File: src/rtl/monitor_pressao_hist.sv
// monitor_pressao_hist: pressure alarm monitor with hysteresis and persistence.
// Classifies each valid pressure sample as NORMAL/BAIXO/ALTO, changes state only
// after PERSISTENCIA consecutive qualifying samples, keeps a sticky alarm flag
// cleared by operator acknowledge, and optionally counts alarm entries.
// Optional feature macro: MONITOR_PRESSAO_EVENTOS_EN (event counter compiled in).
module monitor_pressao_hist #(
  parameter int unsigned N            = 8,
  parameter int unsigned LIMITE_BAIXO = 50,
  parameter int unsigned LIMITE_ALTO  = 150,
  parameter int unsigned HISTERESE    = 5,
  parameter int unsigned PERSISTENCIA = 3,
  parameter int unsigned C            = 8
) (
  input  logic         clk,
  input  logic         rst,
  input  logic         amostra_valida,
  input  logic [N-1:0] pressao,
  input  logic         reconhece,
  output logic [1:0]   alerta,
  output logic         alarme_travado,
  output logic [C-1:0] num_eventos
);

  // Thresholds are compared in N+1 bits so limit+margin never wraps.
  localparam int unsigned W = N + 1;
  localparam logic [W-1:0] lim_baixo     = W'(LIMITE_BAIXO);
  localparam logic [W-1:0] lim_baixo_sai = W'(LIMITE_BAIXO + HISTERESE);
  localparam logic [W-1:0] lim_alto      = W'(LIMITE_ALTO);
  localparam logic [W-1:0] lim_alto_sai  = W'(LIMITE_ALTO - HISTERESE);
  localparam logic [7:0]   persist       = 8'(PERSISTENCIA);

  // Exit margins must not overlap, otherwise NORMAL has no valid band.
  if (int'(LIMITE_BAIXO + HISTERESE) > int'(LIMITE_ALTO) - int'(HISTERESE)) begin : g_cfg_limites
    $error("monitor_pressao_hist: LIMITE_BAIXO+HISTERESE exceeds LIMITE_ALTO-HISTERESE");
  end

  // The streak counter is 8 bits wide, so the persistence must fit in 1..255.
  if (PERSISTENCIA == 0 || PERSISTENCIA > 255) begin : g_cfg_persist
    $error("monitor_pressao_hist: PERSISTENCIA must be in 1..255");
  end

  typedef enum logic [1:0] {
    NORMAL = 2'b00,
    BAIXO  = 2'b01,
    ALTO   = 2'b10
  } estado_t;

  estado_t        estado;
  estado_t        estado_nx;
  estado_t        pendente;
  estado_t        pendente_nx;
  estado_t        candidato;
  logic [7:0]     seq;
  logic [7:0]     seq_nx;
  logic [W-1:0]   p_ext;
  logic           entrada;

  // Candidate state for the current sample, relative to the current state.
  always_comb begin
    p_ext     = W'(pressao);
    candidato = estado;
    case (estado)
      NORMAL: begin
        if (p_ext < lim_baixo)       candidato = BAIXO;
        else if (p_ext >= lim_alto)  candidato = ALTO;
        else                         candidato = NORMAL;
      end
      BAIXO: begin
        if (p_ext >= lim_alto)           candidato = ALTO;
        else if (p_ext >= lim_baixo_sai) candidato = NORMAL;
        else                             candidato = BAIXO;
      end
      ALTO: begin
        if (p_ext < lim_baixo)          candidato = BAIXO;
        else if (p_ext < lim_alto_sai)  candidato = NORMAL;
        else                            candidato = ALTO;
      end
      default: candidato = NORMAL;
    endcase
  end

  // Next state, pending target and streak length; invalid cycles hold everything.
  always_comb begin
    estado_nx   = estado;
    pendente_nx = pendente;
    seq_nx      = seq;
    if (amostra_valida) begin
      if (candidato == estado) begin
        seq_nx = '0;
      end else begin
        if (candidato == pendente) begin
          seq_nx = seq + 8'd1;
        end else begin
          pendente_nx = candidato;
          seq_nx      = 8'd1;
        end
        if (seq_nx == persist) begin
          estado_nx = candidato;
          seq_nx    = '0;
        end
      end
    end
    entrada = (estado_nx != estado) && (estado_nx != NORMAL);
  end

  // State, pending target and streak registers.
  always_ff @(posedge clk or posedge rst) begin
    if (rst) begin
      estado   <= NORMAL;
      pendente <= NORMAL;
      seq      <= '0;
    end else begin
      estado   <= estado_nx;
      pendente <= pendente_nx;
      seq      <= seq_nx;
    end
  end

  assign alerta = estado;

  // Sticky alarm: set on any alarm entry, acknowledged only while NORMAL.
  always_ff @(posedge clk or posedge rst) begin
    if (rst) begin
      alarme_travado <= 1'b0;
    end else if (entrada) begin
      alarme_travado <= 1'b1;
    end else if (reconhece && (estado == NORMAL)) begin
      alarme_travado <= 1'b0;
    end
  end

`ifdef MONITOR_PRESSAO_EVENTOS_EN
  // Saturating count of alarm entries (including direct BAIXO<->ALTO moves).
  always_ff @(posedge clk or posedge rst) begin
    if (rst) begin
      num_eventos <= '0;
    end else if (entrada && (num_eventos != '1)) begin
      num_eventos <= num_eventos + C'(1);
    end
  end
`else
  assign num_eventos = '0;
`endif

endmodule

File: config.mk
export PLATFORM = sky130hd
export DESIGN_NAME = monitor_pressao_hist
export DESIGN_NICKNAME = d
export VERILOG_FILES = /design/src/rtl/monitor_pressao_hist.sv
export SDC_FILE = /design/constraint.sdc
export NUM_CORES = 1
export LEC_CHECK = 0
export CAP_MARGIN = 25
export CORE_MARGIN = 4
export CORE_UTILIZATION = 49
export CTS_CLUSTER_SIZE = 25
export DETAILED_ROUTE_END_ITERATION = 10
export MAX_ROUTING_LAYER = met4
export PLACE_DENSITY = 0.76
export SLEW_MARGIN = 20
export SYNTH_ARGS = -nofsm -noshare
export SYNTH_HDL_FRONTEND = slang
export SYNTH_SLANG_ARGS = --single-unit
File: constraint.sdc
create_clock -name clk -period 3.25 [get_ports clk]
set_input_delay 0.65 -clock clk [delete_from_list [all_inputs] [get_ports clk]]
set_output_delay 0.65 -clock clk [all_outputs]
set_load 0.02 [all_outputs]
==> metrics.md, run 1 <==
| Metric | Value |
|---|---|
| Deepest level of the CTS H-tree | `1` |
| TritonRoute pass-1 iters | `4` |
| R2R Setup Slk | `0.65 ns` |
| Post-synth top cells | `dfrtp_1 (13), buf_4 (8), nor2_1 (8), nand2_1 (7), o21ai_0 (7)` |
| Post-CTS Hold Buffers | `0` |
| DRT Wirelength | `2.20 mm` |
| Diode count | `0` |
| Largest net degree at the start of global routing | `14` |
| Drt drc | `0` |
| GRT Util Overall | `19.3%` |
| Post-synthesis instance area | `1010 um2` |
| Share of the synthesized area in the top cell type | `32.2%` |
| Worst Tran Pin Value | `0.548 ns` |
| CTS tree | `done` |
| Die ar. | `2850 um2` |
| Final Power | `0.852 mW` |
| Reg2reg end | `alerta[1]` |
| Initial Util | `roughly half` |
| Leak | `0.481 nW` |
| CP Class | `in2reg` |
| Clock transition at path regs | `0.08 ns` |
| Hold Vio Cnt, Final | `0` |
| Area growth syn-to-layout | `16.5%` |
| First-pass GRT wire length | `3.89 mm` |
| Hold WC Path Type | `reg2reg` |
| Share of post-route cells with drive strength above 1 | `roughly a tenth` |
| Status | `complete, no violations` |
| Final Util | `59.9%` |
| Max Buffers Root-to-Sink | `2` |
| Crit-path max FO | `8` |
| Clock sinks | `13` |
| Vias in the first global route | `about 860` |
| FILL cells | `190` |
| Initial antenna violation count | `0` |
| Tcrit/Tclk final | `83.5%` |
| CP max-delay cell | `clkdlybuf4s50_1` |
| Worst Hold End | `alarme_travado` |
| CTS buffer count | `3` |
| Die Width | `about 53 um` |
| Register-to-Register Path Depth | `6` |
| Core Box Area | `1960 um2` |
| Via density | `5.77` |
| Worst rel slew slack | `between 60% and 70%` |
| Root cell of the clock tree | `clkbuf_4` |
| Port Buffers | `14` |
| Setup crit end kind | `flop` |
| R2R Path Start | `seq[0]` |
| Async SR Flop Fraction | `100%` |
| Flops & latches, synth | `13` |
| Yosys top cell by area | `dfrtp_1` |
| DP Cell Count | `147` |
| Gp weighted congestion | `around 0.84` |
| Postcts setup bufs | `0` |
| Top FF cell, synth | `dfrtp_1` |
| EDFF count, synth | `0` |
| TNS Setup | `0 ns` |
| Sequential area share after synthesis | `32.2%` |
| Non-Filler Instances | `between 150 and 200` |
| DPL Wire Length | `about 1.7 mm` |
| Worst hold stages | `1` |
| DRT iter0 DRCs | `7` |
| Vias | `871` |
| Final setup violating endpoints | `0` |
| Tmin final | `2.71 ns` |
| Warnings, synthesis | `0` |
| Final Hold Slack | `0.511 ns` |
| MaxCap Viol Count | `0` |
| Wire per inst | `approximately 15 um` |
| Fin. max-slew vios | `0` |
| Die Y | `53.4 um` |
| Maximum vdd drop | `0.395 mV` |
| Hold Crit Start | `alarme_travado` |
| Synth Instances | `107` |
| Fmax | `368 MHz` |
| Worst Path Buf+Inv | `1` |
| Row count | `16` |
| Worst skew pair latency | `0.28 ns` |
| Post-Syn Area per Cell | `9.44 um2` |
| Power per cell area | `724 nW/um2` |
| Unrepaired setup endpoints after global routing | `false` |
| CP max stage delay | `0.48 ns` |
| CP arrival | `2.88 ns` |
| Number of nets still failing antenna checks after routing | `0` |
| Ranking of synthesized cells by area | `dfrtp_1 (32%), buf_4 (5.9%), a2111oi_4 (5.5%), a22o_1 (5.2%), o21ai_0 (3.5%)` |
| Unique cell type count in the Yosys netlist | `39` |
| Fin nets | `138` |
| Post-cts gate resize count | `0` |
| I/O pin count | `23` |
| Most frequent cell after synthesis | `dfrtp_1` |
| Global route overflow | `0` |
| Critical Path, Cell by Cell | `clkdlybuf4s50_1 > and4_1 > a2111oi_4 > a21oi_1 > o21ai_1 > nor3_1 > a22o_1` |
| Critical Path RT | `3.42 ns` |
| Final Skew | `0.00866 ns` |
| Crit-path leading delay family | `compound AO/OA/AOI/OAI gates` |
| Setup crit start kind | `input pin` |
## metal layers
metal  part of all wire, %  GRT usage [%]
met1                    49           25.9
met2                    47           29.2
met3                   3.7           3.38
met4                  0.91           6.81
met5                     0              -
## logic make-up (layout without fill, tap and decap cells)
family | count (synthesis) | count (layout) | share of synthesized area (%)
and+or+nand+nor | 42 | 42 | 23.8
AOI/OAI and AO/OA | 32 | 32 | 28.3
DFF | 13 | 13 | 32.2
buffers and inverters | 13 | 23 | 7.81
muxes | 3 | 3 | 3.10
xor gates and xnor gates | 2 | 2 | 3.22
adders and majority gates | 1 | 1 | 1.24
other | 1 | 8 | 0.371
## placed cells by master, fill, tap and decap left out, drive strengths merged, types with 2 or more instances in the layout
cell type and n:
and2b 2, dfrtp 13, xnor2 2, clkdlybuf4s50 14, inv 5, nand3 6, a2111oi 3, and3 2
nor4b 3, mux2i 2, a22o 6, and2 2, nor2 8, nor3 6, clkbuf 4, conb 8
o21ai 9, o41ai 3, a21oi 3, nand2 7
## flip-flops by register name (all words and copies together), names as in the netlist
| register | count |
|---|---|
| pendente | 2 |
| seq | 8 |
| alarme_travado | 1 |
| alerta | 2 |
## cell type report
cell class                      count  area (um2)  share of cell area [%]
Inverter                            5        18.8                    1.60
Sequential cell                    13         325                    27.7
Clock buffer                        4        26.3                    2.23
Timing Repair Buffer               14         140                    11.9
Multi-Input combinational cell     88         632                    53.7
Tap cell                           27        33.8                    2.87
## per-stage QoR
step / setup slack [ns] / area, um2
5_1_grt: 0.331 / 1180
3_3_place_gp: 0.338 / 1150
6_report: 0.536 / 1180
2_1_floorplan: 0.906 / 1040
3_5_place_dp: 0.267 / 1150
4_1_cts: 0.560 / 1180
## how the worst max path moves through the flow
stage,startpoint,end,slack [ns],cells after the start
detailed placement,pressao[1],seq[4],0.27,7
finish,pressao[2],seq[2],0.54,7
global placement,pressao[1],alarme_travado,0.34,7
global route,pressao[2],seq[2],0.33,7
CTS,pressao[1],seq[2],0.56,7
floorplan,seq[0],alerta[1],0.91,6
## power breakdown
part / switching [mW] / total [mW] / internal [mW]
Clock: 0.0558 / 0.103 / 0.0476
Combinational: 0.260 / 0.476 / 0.216
Sequential: 0.0626 / 0.272 / 0.209
Note: power is estimated with default switching activity, not from simulation.
==> run 2, diff against run 1 <==
==> constraint.sdc (replaced) <==
create_clock -name clk -period 2.65 [get_ports clk]
set_input_delay 0.53 -clock clk [delete_from_list [all_inputs] [get_ports clk]]
set_output_delay 0.53 -clock clk [all_outputs]
set_load 0.02 [all_outputs]
==> metrics.md, run 2 (synthesis gave the netlist of run 1 again) <==
| Metric | Value |
|---|---|
| Maximum vdd drop | `0.554 mV` |
| TNS Setup | `0 ns` |
| First-pass GRT wire length | `3.97 mm` |
| Clock transition at path regs | `~0.08 ns` |
| Clock sinks | `13` |
| Fin worst setup slack | `0.0978 ns` |
| Status | `complete, no violations` |
| Global Route met2 Usage | `32.2%` |
| DRT Wirelength | `~2.5 mm` |
| Max Buffers Root-to-Sink | `2` |
| Die Width | `53.4 um` |
| I/O pin count | `23` |
| CTS buffer count | `3` |
| Critical Path, Cell by Cell | `clkdlybuf4s50_1 > and4_1 > a2111oi_4 > a21oi_1 > o21ai_1 > o21ai_0 > a32o_1` |
| TritonRoute pass-1 iters | `4` |
| GRT Util Overall | `around 20%` |
| FILL cells | `174` |
| Commonest non-fill, non-tap cell in the layout | `clkdlybuf4s50_1` |
| Combinational fraction of design power | `60.2%` |
| CP arrival | `2.72 ns` |
| Diode count | `0` |
| Power per cell area | `911 nW/um2` |
| Hold WC Path Type | `reg2reg` |
| Area of the multi-input gates | `648 um2` |
| Dpl ws | `-0.169 ns` |
| Final Skew | `around 0.0034 ns` |
| Worst skew pair latency | `around 0.27 ns` |
| Fin. max-slew vios | `0` |
| Setup crit start kind | `input pin` |
| Busiest grt layer | `met2` |
| Grt met1 use | `a little under a quarter` |
| Die ar. | `2850 um2` |
| Fmax | `392 MHz` |
| Fin nets | `146` |
| Via density | `5.94` |
| DP Cell Count | `154` |
| Share of post-route cells with drive strength above 1 | `approximately 17%` |
| R2R Setup Slk | `around 0.14 ns` |
| DPL Wire Length | `1.90 mm` |
| DRT iter0 DRCs | `20` |
| Vias | `945` |
| Largest net degree at the start of global routing | `14` |
| Reg power frac | `28.9%` |
| MaxCap Viol Count | `0` |
| Leak | `roughly 0.52 nW` |
| Internal Power | `0.644 mW` |
| Worst rel slew slack | `about two thirds` |
| Critical Path RT | `2.81 ns` |
| Register area | `approximately 330 um2` |
| Crit-path max FO | `5` |
| Global route overflow | `0` |
| CP max stage delay | `around 0.47 ns` |
| Wire per inst | `15.5 um` |
| Hold Vio Cnt, Final | `0` |
| Port Buffers | `14` |
| Area growth syn-to-layout | `24.0%` |
| Row count | `16` |
| Final setup violating endpoints | `0` |
| Final Hold Slack | `0.511 ns` |
| Worst Tran Pin Value | `0.516 ns` |
| Tmin final | `approximately 2.6 ns` |
| Gp weighted congestion | `0.860` |
| Tcrit/Tclk final | `96.3%` |
| Biggest register | `seq` |
| CTS tree | `done` |
| CP max-delay cell | `clkdlybuf4s50_1` |
| Die Y | `53.4 um` |
| Clock share of power | `10.9%` |
| Root cell of the clock tree | `clkbuf_4` |
| Initial antenna violation count | `0` |
| Max FFs per register | `8` |
| Non-Filler Instances | `159` |
| Deepest level of the CTS H-tree | `1` |
| Vias in the first global route | `920` |
| Drt drc | `0` |
| Setup crit end kind | `flop` |
| CP Class | `in2reg` |
| Psw | `between 0.4 and 0.5 mW` |
| Core Box Area | `1960 um2` |
| Number of nets still failing antenna checks after routing | `0` |
| Most frequent cells in the layout | `clkdlybuf4s50_1 (14), dfrtp_1 (13), nor2_1 (8), conb_1 (8), buf_4 (8)` |
| M3 GR Usage | `roughly 4.2%` |
| Switching portion of total power | `between 40% and 50%` |
| Initial Util | `51.5%` |
==> run 2: changes by cell type in the layout (fill, tap and decap cells not counted), sizes merged <==
cell	previous run	this run
buf	0	8
==> run 2: worst max-delay path: cells and delay by family <==
kind	cells	cell delay [ns]
AND/OR/NAND/NOR	1	0.27
buffers and inverters	1	0.47
AO/OA/AOI/OAI	5	1.44
==> run 2: final cells by class <==
class / instances / share of cell area, %
clock buffer: 4 / 2.10
inverter: 5 / 1.50
sequential: 13 / 26.0
tap: 27 / 2.70
multi-input combinational: 88 / 51.7
timing repair buffer: 22 / 16.0
==> run 2: per-layer routing <==
layer | share of wire (%) | vias up
li1 | - | 453
met1 | 43 | 446
met2 | 51 | 40
met3 | 5.2 | 6
met4 | 0.89 | 0
met5 | 0 | -
==> run 2: path summary, 6_finish.rpt <==
kind / start / to / cells after the start
worst max-delay path: pressao[1] / alarme_travado / 7
worst min-delay path: alarme_travado / alarme_travado / 1
worst max register to register: seq[1] / seq[1] / 7
worst min register to register: alarme_travado / alarme_travado / 1
max in group asynchronous: rst / pendente[0] / 2
min in group asynchronous: rst / seq[4] / 2
==> run 2: metrics by stage <==
step / cell area (um2) / util, % / total power [mW]
global route: 1250 / 63.8 / 1.22
global placement: 1200 / 61.3 / 0.954
floorplan: 1040 / - / 0.777
CTS: 1230 / 62.6 / 1.11
finish: 1250 / 63.8 / 1.14
detailed placement: 1200 / 61.3 / 0.971
==> run 2: repair_timing <==
item | 4_1_cts | 5_1_grt
gates resized for setup | 0 | 2
hold buffers | 0 | 0
setup endpoints to repair | 0 | 4
setup buffers | 0 | 1
==> run 2: power by group through the flow <==
stage | sequential [mW] | combinational, mW | clock (mW)
floorplan | 0.343 | 0.434 | 0
global placement | 0.326 | 0.628 | 0
detailed placement | 0.331 | 0.641 | 0
CTS | 0.327 | 0.649 | 0.129
global route | 0.340 | 0.743 | 0.138
finish | 0.330 | 0.687 | 0.125
